## src/rtl/run_seq_pkg.sv

```systemverilog
// Shared types and default parameters for the run sequencer: FSM state encoding
// and the default launch/watchdog timing.
package run_seq_pkg;

    typedef enum logic [1:0] {
        IDLE,
        RST_CORE,
        RUN,
        FINISH
    } run_state_t;

    localparam int DEF_RST_CYCLES     = 2;
    localparam int DEF_TIMEOUT_CYCLES = 4095;
    localparam int DEF_CNT_W          = 16;

endpackage

```

## src/rtl/run_sequencer_if.sv

```systemverilog
// Requester/core-facing signal bundle of the run sequencer.
// The master side is the host plus core; the slave side is the sequencer itself.
interface run_sequencer_if
    import run_seq_pkg::*;
#(
    parameter int CNT_W = DEF_CNT_W
) ();

    logic             req;
    logic             core_done;
    logic             core_reset;
    logic             busy;
    logic             ack;
    logic             timed_out;
    logic [CNT_W-1:0] cycle_count;

    modport master (
        output req, core_done,
        input  core_reset, busy, ack, timed_out, cycle_count
    );

    modport slave (
        input  req, core_done,
        output core_reset, busy, ack, timed_out, cycle_count
    );

endinterface

```

## src/rtl/run_sequencer_sat_counter.sv

```systemverilog
// Saturating up-counter with synchronous clear; clear wins over enable.
module sat_counter #(
    parameter int W = 16
) (
    input  logic         clk,
    input  logic         reset,
    input  logic         clear,
    input  logic         enable,
    output logic [W-1:0] count
);

    // NOTE: sequential state is written with <= only, so every flop samples pre-edge values.
    always_ff @(posedge clk) begin
        if (reset) begin
            count <= '0;
        end else if (clear) begin
            count <= '0;
        end else if (enable && (count != '1)) begin
            count <= count + W'(1);
        end
    end

endmodule

```

## src/rtl/run_sequencer.sv

```systemverilog
// Launch/supervise stage for the accumulator core: pulses the core reset on a
// request edge, lets it run, and reports completion or watchdog abort.
module run_sequencer
    import run_seq_pkg::*;
#(
    parameter int RST_CYCLES     = DEF_RST_CYCLES,
    parameter int TIMEOUT_CYCLES = DEF_TIMEOUT_CYCLES,
    parameter int CNT_W          = DEF_CNT_W
) (
    input  logic            clk,
    input  logic            reset,
    run_sequencer_if.slave  bus
);

    localparam int RCW = $clog2(RST_CYCLES + 1);

    run_state_t       state, state_d;
    logic [RCW-1:0]   rst_cnt, rst_cnt_d;
    logic             req_q;
    logic             core_reset_q, core_reset_d;
    logic             busy_q, busy_d;
    logic             ack_q, ack_d;
    logic             timed_out_q, timed_out_d;
    logic             cnt_clear, cnt_en;
    logic [CNT_W-1:0] cycle_count;
    logic             launch;
    logic             timeout_hit;

    assign launch      = bus.req & ~req_q;
    assign timeout_hit = (cycle_count == CNT_W'(TIMEOUT_CYCLES - 1));

    sat_counter #(.W(CNT_W)) u_cycle_cnt (
        .clk    (clk),
        .reset  (reset),
        .clear  (cnt_clear),
        .enable (cnt_en),
        .count  (cycle_count)
    );

    // NOTE: every signal gets a default before the case so no path can infer a latch.
    always_comb begin
        state_d      = state;
        rst_cnt_d    = rst_cnt;
        core_reset_d = core_reset_q;
        busy_d       = busy_q;
        ack_d        = 1'b0;
        timed_out_d  = timed_out_q;
        cnt_clear    = 1'b0;
        cnt_en       = 1'b0;

        case (state)
            IDLE: begin
                core_reset_d = 1'b1;
                busy_d       = 1'b0;
                if (launch) begin
                    state_d     = RST_CORE;
                    busy_d      = 1'b1;
                    timed_out_d = 1'b0;
                    cnt_clear   = 1'b1;
                    rst_cnt_d   = '0;
                end
            end
            RST_CORE: begin
                if (rst_cnt == RCW'(RST_CYCLES)) begin
                    state_d      = RUN;
                    core_reset_d = 1'b0;
                end else begin
                    rst_cnt_d = rst_cnt + RCW'(1);
                end
            end
            RUN: begin
                cnt_en = 1'b1;
                // A done seen on the watchdog's final cycle still counts as a clean finish.
                if (bus.core_done) begin
                    state_d      = FINISH;
                    ack_d        = 1'b1;
                    core_reset_d = 1'b1;
                end else if (timeout_hit) begin
                    state_d      = FINISH;
                    ack_d        = 1'b1;
                    core_reset_d = 1'b1;
                    timed_out_d  = 1'b1;
                end
            end
            FINISH: begin
                state_d = IDLE;
                busy_d  = 1'b0;
            end
            default: state_d = IDLE;
        endcase
    end

    always_ff @(posedge clk) begin
        if (reset) begin
            state        <= IDLE;
            rst_cnt      <= '0;
            req_q        <= 1'b0;
            core_reset_q <= 1'b1;
            busy_q       <= 1'b0;
            ack_q        <= 1'b0;
            timed_out_q  <= 1'b0;
        end else begin
            state        <= state_d;
            rst_cnt      <= rst_cnt_d;
            req_q        <= bus.req;
            core_reset_q <= core_reset_d;
            busy_q       <= busy_d;
            ack_q        <= ack_d;
            timed_out_q  <= timed_out_d;
        end
    end

    assign bus.core_reset  = core_reset_q;
    assign bus.busy        = busy_q;
    assign bus.ack         = ack_q;
    assign bus.timed_out   = timed_out_q;
    assign bus.cycle_count = cycle_count;

endmodule
```

## src/flat_wrapper.sv

```systemverilog
// flat-port wrapper written by rule: the top's interface ports become plain ports
module run_sequencer_flat import run_seq_pkg::*;
#(
    parameter int RST_CYCLES     = DEF_RST_CYCLES,
    parameter int TIMEOUT_CYCLES = DEF_TIMEOUT_CYCLES,
    parameter int CNT_W          = DEF_CNT_W
)
  (clk, reset, bus_req, bus_core_done, bus_core_reset, bus_busy, bus_ack, bus_timed_out, bus_cycle_count);
  run_sequencer_if #(.CNT_W(CNT_W)) bus_i ();
  input  logic clk;
  input  logic reset;
  input wire logic [$bits(bus_i.req)-1:0] bus_req;
  input wire logic [$bits(bus_i.core_done)-1:0] bus_core_done;
  output wire logic [$bits(bus_i.core_reset)-1:0] bus_core_reset;
  output wire logic [$bits(bus_i.busy)-1:0] bus_busy;
  output wire logic [$bits(bus_i.ack)-1:0] bus_ack;
  output wire logic [$bits(bus_i.timed_out)-1:0] bus_timed_out;
  output wire logic [$bits(bus_i.cycle_count)-1:0] bus_cycle_count;
  assign bus_i.req = bus_req;
  assign bus_i.core_done = bus_core_done;
  assign bus_core_reset = bus_i.core_reset;
  assign bus_busy = bus_i.busy;
  assign bus_ack = bus_i.ack;
  assign bus_timed_out = bus_i.timed_out;
  assign bus_cycle_count = bus_i.cycle_count;
  run_sequencer #(.RST_CYCLES(RST_CYCLES), .TIMEOUT_CYCLES(TIMEOUT_CYCLES), .CNT_W(CNT_W)) u_core (.clk(clk), .reset(reset), .bus(bus_i));
endmodule
```

## config.mk

```make
export PLATFORM = sky130hd
export DESIGN_NAME = run_sequencer_flat
export DESIGN_NICKNAME = d
export VERILOG_FILES = /design/src/rtl/run_seq_pkg.sv /design/src/rtl/run_sequencer_if.sv /design/src/rtl/run_sequencer_sat_counter.sv /design/src/rtl/run_sequencer.sv /design/src/flat_wrapper.sv
export SDC_FILE = /design/constraint.sdc
export NUM_CORES = 1
export LEC_CHECK = 0
export CORE_UTILIZATION = 58
export CTS_BUF_LIST = sky130_fd_sc_hd__clkbuf_4 sky130_fd_sc_hd__clkbuf_8
export CTS_CLUSTER_DIAMETER = 50
export DETAILED_ROUTE_END_ITERATION = 8
export PLACE_DENSITY = 0.87
export SETUP_SLACK_MARGIN = 0.2
export SLEW_MARGIN = 20
export SYNTH_ARGS = -nofsm -noshare
export SYNTH_HDL_FRONTEND = slang
export SYNTH_SLANG_ARGS = --single-unit
export TNS_END_PERCENT = 10
```

## constraint.sdc

```tcl
create_clock -name clk -period 5.6 [get_ports clk]
set_input_delay 0.84 -clock clk [delete_from_list [all_inputs] [get_ports clk]]
set_output_delay 0.84 -clock clk [all_outputs]
set_load 0.02 [all_outputs]
```

==> impl_metrics.env, run 1 <==
export IMPL_outcome="finished, final reports clean"
export IMPL_clockBufferDepth=2
export IMPL_max_stage_delay_ps=660
export IMPL_tightest_slew_ps=717
export IMPL_synth_top_cell_area_share=0.374
export IMPL_hold_viol_final=0
export IMPL_core_area_um2=2190
export IMPL_first_global_vias=1191
export IMPL_first_pass_iters=4
export IMPL_io_pins=24
export IMPL_path_class="reg -> out"
export IMPL_drive_gt1_frac=0.0562
export IMPL_synth_area_um2=1340
export IMPL_crit_path_start_kind="register"
export IMPL_synth_most_common_cell="dfxtp_1"
export IMPL_die_h_um=50.0
export IMPL_fin_nets=190
export IMPL_path_buf_inv=1
export IMPL_critPathLaunch="u_core.u_cycle_cnt.count[2]$_SDFFE_PP0P_"
export IMPL_period_share=0.416
export IMPL_min_path_type="reg -> reg"
export IMPL_cap_violations=0
export IMPL_yosys_warnings=0
export IMPL_io_buffers=23
export IMPL_drc_errors=0
export IMPL_worstPathCellList="clkdlybuf4s50_1"
export IMPL_power_density_nw_per_um2=285
export IMPL_synth_seq_cells=25
export IMPL_area_growth_pct=21.5
export IMPL_hold_start="u_core.bus.busy$_SDFFE_PP0P_"
export IMPL_grt_overflow=0
export IMPL_reg2reg_slack_ps=3490
export IMPL_syn_area_per_cell_um2=8.63
export IMPL_worstReg2RegStart="u_core.state[0]$_SDFFE_PP0P_"
export IMPL_gp_congestion=0.847
export IMPL_clock_sinks=25
export IMPL_clk_latency_ps=330
export IMPL_p_leak_nw=0.555
export IMPL_report_final_setup_viol=0
export IMPL_grt_pass1_wl_mm=5.13
export IMPL_post_dp_hpwl_mm=2.29
export IMPL_ant_nets=0
export IMPL_cp_end_kind="primary output"
export IMPL_post_route_min_period_ps=2330
export IMPL_nFillCells=164
export IMPL_vias=1344
export IMPL_syn_num_nets=166
export IMPL_vdd_drop_max_v=0.000228
export IMPL_tns_ps=0
export IMPL_synthTopCellsByArea="dfxtp_1, ha_1, or3_1, nand3_1, a21oi_1"
export IMPL_numCtsBuffers=3
export IMPL_diodes=0
export IMPL_rsz0062_at_grt="false"
export IMPL_hold_buffers=0
export IMPL_area_sequential_um2=500
export IMPL_cts_root_buf="clkbuf_4"
export IMPL_required_ps=4760
export IMPL_synthCells=155
export IMPL_postLayoutCoreUtil=0.742
export IMPL_routedWlPerCell_um=15.4
export IMPL_viasPerCell=6.52
export IMPL_rows=17
export IMPL_cp_slowest_cell="clkdlybuf4s50_1"
export IMPL_synth_edf_count=0
export IMPL_die_area_um2=2500
export IMPL_crit_family="buffers and inverters"
export IMPL_antenna_found_initial=0
export IMPL_synth_distinct_cells=41
export IMPL_grt_max_degree=16
export IMPL_finalWirelength_mm=3.17
export IMPL_cts_resized=0
export IMPL_grtUsageTotal=0.266
export IMPL_yosysSeqAreaShare=0.374
export IMPL_start_util=0.611
export IMPL_ys_top_cells_by_count="dfxtp_1, nand2_1, nand3_1, a21oi_1, or3_1"
export IMPL_synth_ff_type="dfxtp_1"
export IMPL_drt_iter0_markers=70
export IMPL_fp_dieW_um=50.0
export IMPL_multi_input_area_um2=806
export IMPL_maxSlewViolCount=0
export IMPL_fmax_ghz=0.429
export IMPL_cts_tree="done"
export IMPL_power_w=0.000463
export IMPL_h_tree_depth=1
export IMPL_path_clk_slew_ps=150
export IMPL_slew_limit_headroom=0.518
export IMPL_synth_area_leader_cell="dfxtp_1"
export IMPL_finClkSkew_ps=12.7
export IMPL_post_cts_setup_buffer_count=0
export IMPL_path_max_fanout=9
export IMPL_async_flop_share=0
export IMPL_cp_arrival_ps=1490
where the power goes:
group | internal [W] | leakage, nW | switching, W | total (W)
clock | 0.0000268 | 0.0177 | 0.0000582 | 0.0000850
sequential | 0.000192 | 0.202 | 0.0000117 | 0.000204
combinational | 0.0000708 | 0.335 | 0.000104 | 0.000175
layer usage:
layer	track usage	routed length [um]
met1	0.340	1440
met2	0.444	1540
met3	0.0340	150
met4	0.110	44
met5	0	0
worst reg2reg max path, cell delays in order (launching register included):
cell	delay, ps
dfxtp_1	390
inv_1	110
ha_1	280
and3b_1	230
or2_2	400
or4_1	550
nand2_1	90
path summary, 6_finish.rpt:
check                                                            endpoint  depth (start not counted)
worst max register to register  u_core.u_cycle_cnt.count[14]$_SDFFE_PP0P_                          6
worst max-delay path                                   bus_cycle_count[2]                          1
worst min register to register               u_core.bus.busy$_SDFFE_PP0P_                          2
worst min-delay path                         u_core.bus.busy$_SDFFE_PP0P_                          2
sequential cells by signal, summed over array words and instances (netlist names):
register	count
u_core.bus.ack	1
u_core.bus.busy	1
u_core.bus.core_reset	1
u_core.bus.timed_out	1
u_core.req_q	1
u_core.rst_cnt	2
u_core.state	2
u_core.u_cycle_cnt.count	16
logic make-up (layout without fill, tap and decap cells):
| group | after synthesis | count (layout) | share of synthesized area |
|---|---|---|---|
| DFF | 25 | 25 | 0.374 |
| adders and majority gates | 7 | 7 | 0.0655 |
| AOI/OAI and AO/OA | 36 | 36 | 0.184 |
| buffers and inverters | 11 | 34 | 0.0318 |
| xor gates and xnor gates | 2 | 2 | 0.0131 |
| muxes | 2 | 2 | 0.0150 |
| and+or+nand+nor | 72 | 72 | 0.316 |
placed cells by master (no fill, tap or decap), types with 2 or more instances in the layout:
master	instances
or4_1	6
clkdlybuf4s50_1	23
a31oi_1	2
nand2b_1	5
ha_1	7
nand2_1	11
or3_1	9
nand4_1	7
o211ai_1	4
nor2b_1	3
a21oi_1	9
o21ai_0	8
and4_1	3
or4_4	2
inv_1	7
nor2_1	8
nor4_1	3
dfxtp_1	25
mux2i_1	2
clkbuf_4	3
nand3_1	10
stage by stage:
step / hold WS [ps] / worst slack, ps / instance area (um^2) / cells
6_report: 475 / 3270 / 1630 / 206
3_5_place_dp: 455 / 2980 / 1590 / 202
2_1_floorplan: 450 / 3690 / 1340 / 155
3_3_place_gp: 454 / 3050 / 1590 / 202
4_1_cts: 474 / 3250 / 1610 / 206
5_1_grt: 498 / 3220 / 1630 / 206
cell type report:
| type | count | area share |
|---|---|---|
| Sequential cell | 25 | 0.308 |
| Clock buffer | 3 | 0.0139 |
| Clock inverter | 1 | 0.00308 |
| Multi-Input combinational cell | 119 | 0.496 |
| Timing Repair Buffer | 23 | 0.142 |
| Inverter | 7 | 0.0162 |
| Tap cell | 28 | 0.0216 |
No activity file was read; power rests on OpenSTA's default activity.
==> run 2: changes to the inputs <==
- CORE_UTILIZATION: 58 -> 48
- PLACE_DENSITY: 0.87 -> 0.77
- clock period: 5.6 -> 2.12 ns (I/O delays scaled with it)
==> run 2 against run 1 <==
Sequential power grew to 2.6 times the previous value. Core utilization is 7.6 points lower. Worst setup slack worse by 3000 ps. Sequential cell count stayed put. First-iteration DRC count is 59% lower.
==> impl_metrics.env, run 2 (same netlist as run 1, synthesis figures left out) <==
export IMPL_met3_usage=0.0306
export IMPL_first_pass_iters=4
export IMPL_viasPerCell=6.14
export IMPL_h_tree_depth=1
export IMPL_max_stage_delay_ps=520
export IMPL_cap_violations=0
export IMPL_io_buffers=23
export IMPL_core_area_um2=2540
export IMPL_tightest_slew_ps=584
export IMPL_grt_util_met1=0.280
export IMPL_outcome="finished, final reports clean"
export IMPL_drc_errors=0
export IMPL_worstRegToRegCells=6
export IMPL_whs_path_depth=2
export IMPL_rsz0062_at_grt="true"
export IMPL_grt_overflow=0
export IMPL_grt_max_degree=16
export IMPL_top_usage_layer="met2"
export IMPL_crit_family="simple AND/OR/NAND/NOR gates"
export IMPL_post_route_min_period_ps=1880
export IMPL_fmax_ghz=0.531
export IMPL_cts_tree="done"
export IMPL_area_sequential_um2=504
export IMPL_p_leak_nw=0.596
export IMPL_cts_root_buf="clkbuf_4"
export IMPL_multi_input_area_um2=800
export IMPL_use_met2=0.416
export IMPL_worstPathCellList="inv_1 > ha_1 > and3b_1 > or2_4 > or4_1 > nand2_1"
export IMPL_finalWirelength_mm=3.22
export IMPL_first_global_vias=1180
export IMPL_maxSlewViolCount=0
export IMPL_cp_slowest_cell="or4_1"
export IMPL_grtUsageTotal=0.233
export IMPL_finalNonFillerCells=217
export IMPL_post_dp_hpwl_mm=2.43
export IMPL_regMostFlops="u_core.u_cycle_cnt.count"
export IMPL_path_max_fanout=8
export IMPL_finClkSkew_ps=4.12
export IMPL_path_depth=6
export IMPL_path_class="reg -> reg"
export IMPL_area_growth_pct=26.8
export IMPL_hold_buffers=0
export IMPL_start_util=0.526
export IMPL_cp_arrival_ps=2150
export IMPL_path_buf_inv=1
export IMPL_slew_limit_headroom=0.609
export IMPL_clk_latency_ps=310
export IMPL_report_final_setup_viol=0
export IMPL_numCtsBuffers=3
export IMPL_die_area_um2=3000
export IMPL_layout_commonest_cell="clkdlybuf4s50_1"
export IMPL_routedWlPerCell_um=14.8
export IMPL_mostFrequentLayoutCells="clkdlybuf4s50_1, dfxtp_1, nand2_1"
export IMPL_period_share=0.889
export IMPL_place_inst=211
export IMPL_ant_nets=0
export IMPL_drive_gt1_frac=0.123
export IMPL_clock_sinks=25
export IMPL_die_h_um=54.8
export IMPL_drt_iter0_markers=29
export IMPL_power_density_nw_per_um2=729
export IMPL_hold_viol_final=0
export IMPL_finish_instance_area_um2=1700
export IMPL_dpl_instance_area_um2=1640
export IMPL_vias=1332
export IMPL_path_clk_slew_ps=130
export IMPL_fin_nets=199
export IMPL_diodes=0
export IMPL_gp_congestion=0.806
export IMPL_grt_pass1_wl_mm=5.03
export IMPL_vdd_drop_max_v=0.000536
export IMPL_nFillCells=226
export IMPL_largestRegisters="u_core.u_cycle_cnt.count (16), u_core.rst_cnt (2), u_core.state (2)"
export IMPL_min_path_type="reg -> reg"
export IMPL_cp_end_kind="register"
export IMPL_rows=18
export IMPL_crit_path_start_kind="register"
export IMPL_fp_dieW_um=54.8
export IMPL_clockBufferDepth=2
export IMPL_tns_ps=0
export IMPL_largest_register_ff_count=16
export IMPL_io_pins=24
export IMPL_antenna_found_initial=0
export IMPL_required_ps=2390
-- run 2: changes by cell type in the layout (fill, tap and decap cells not counted) --
| cell | delta |
|---|---|
| dfxtp_1 | -3 |
| ha_1 | -1 |
| o41ai_4 | -1 |
| ha_2 | +1 |
| or2_2 | -1 |
| o41ai_2 | +1 |
| clkbuf_4 | +1 |
| dfxtp_2 | +3 |
| or2_4 | +1 |
| clkinv_2 | -1 |
| buf_4 | +9 |
-- run 2: power by group --
group          internal, W  switching (W)
combinational     0.000201       0.000272
sequential        0.000511      0.0000293
clock            0.0000863       0.000138
-- run 2: cell type report --
type	instances	share of cell area
multi-input combinational	119	0.472
sequential	25	0.297
timing repair buffer	32	0.176
tap	30	0.0221
clock buffer	4	0.0177
inverter	7	0.0155
-- run 2: worst register-to-register path: stages (launching register included) --
cell and delay [ps]:
dfxtp_2 370, inv_1 80, ha_1 270, and3b_1 230, or2_4 270, or4_1 520, nand2_1 90
-- run 2: path summary, 6_finish.rpt --
path                                      from                                        to  slack (ps)
setup / recovery  u_core.state[0]$_SDFFE_PP0P_  u_core.u_cycle_cnt.count[6]$_SDFFE_PP0P_         240
hold / removal    u_core.bus.busy$_SDFFE_PP0P_              u_core.bus.busy$_SDFFE_PP0P_         490
setup reg to reg  u_core.state[0]$_SDFFE_PP0P_  u_core.u_cycle_cnt.count[6]$_SDFFE_PP0P_         240
hold reg to reg   u_core.bus.busy$_SDFFE_PP0P_              u_core.bus.busy$_SDFFE_PP0P_         490
-- run 2: routing by layer --
metal | routed length (um) | vias to the layer above
met3 | 180 | 4
met2 | 1600 | 41
met1 | 1410 | 634
met5 | 0 | -
met4 | 24 | 0
li1 | - | 653
-- run 2: per-stage QoR --
step	util	setup WS, ps	total power, W	hold slack, ps
6_report	0.666	235	0.00124	491
3_3_place_gp	0.645	177	0.000987	450
3_5_place_dp	0.645	121	0.00101	472
2_1_floorplan	-	251	0.000881	446
5_1_grt	0.666	137	0.00131	512
4_1_cts	0.659	203	0.00124	491
-- run 2: repair_timing --
action,in CTS,in global routing
setup buffers,0,2
pin swaps,0,1
setup endpoints to repair,5,13
resized for setup,3,2
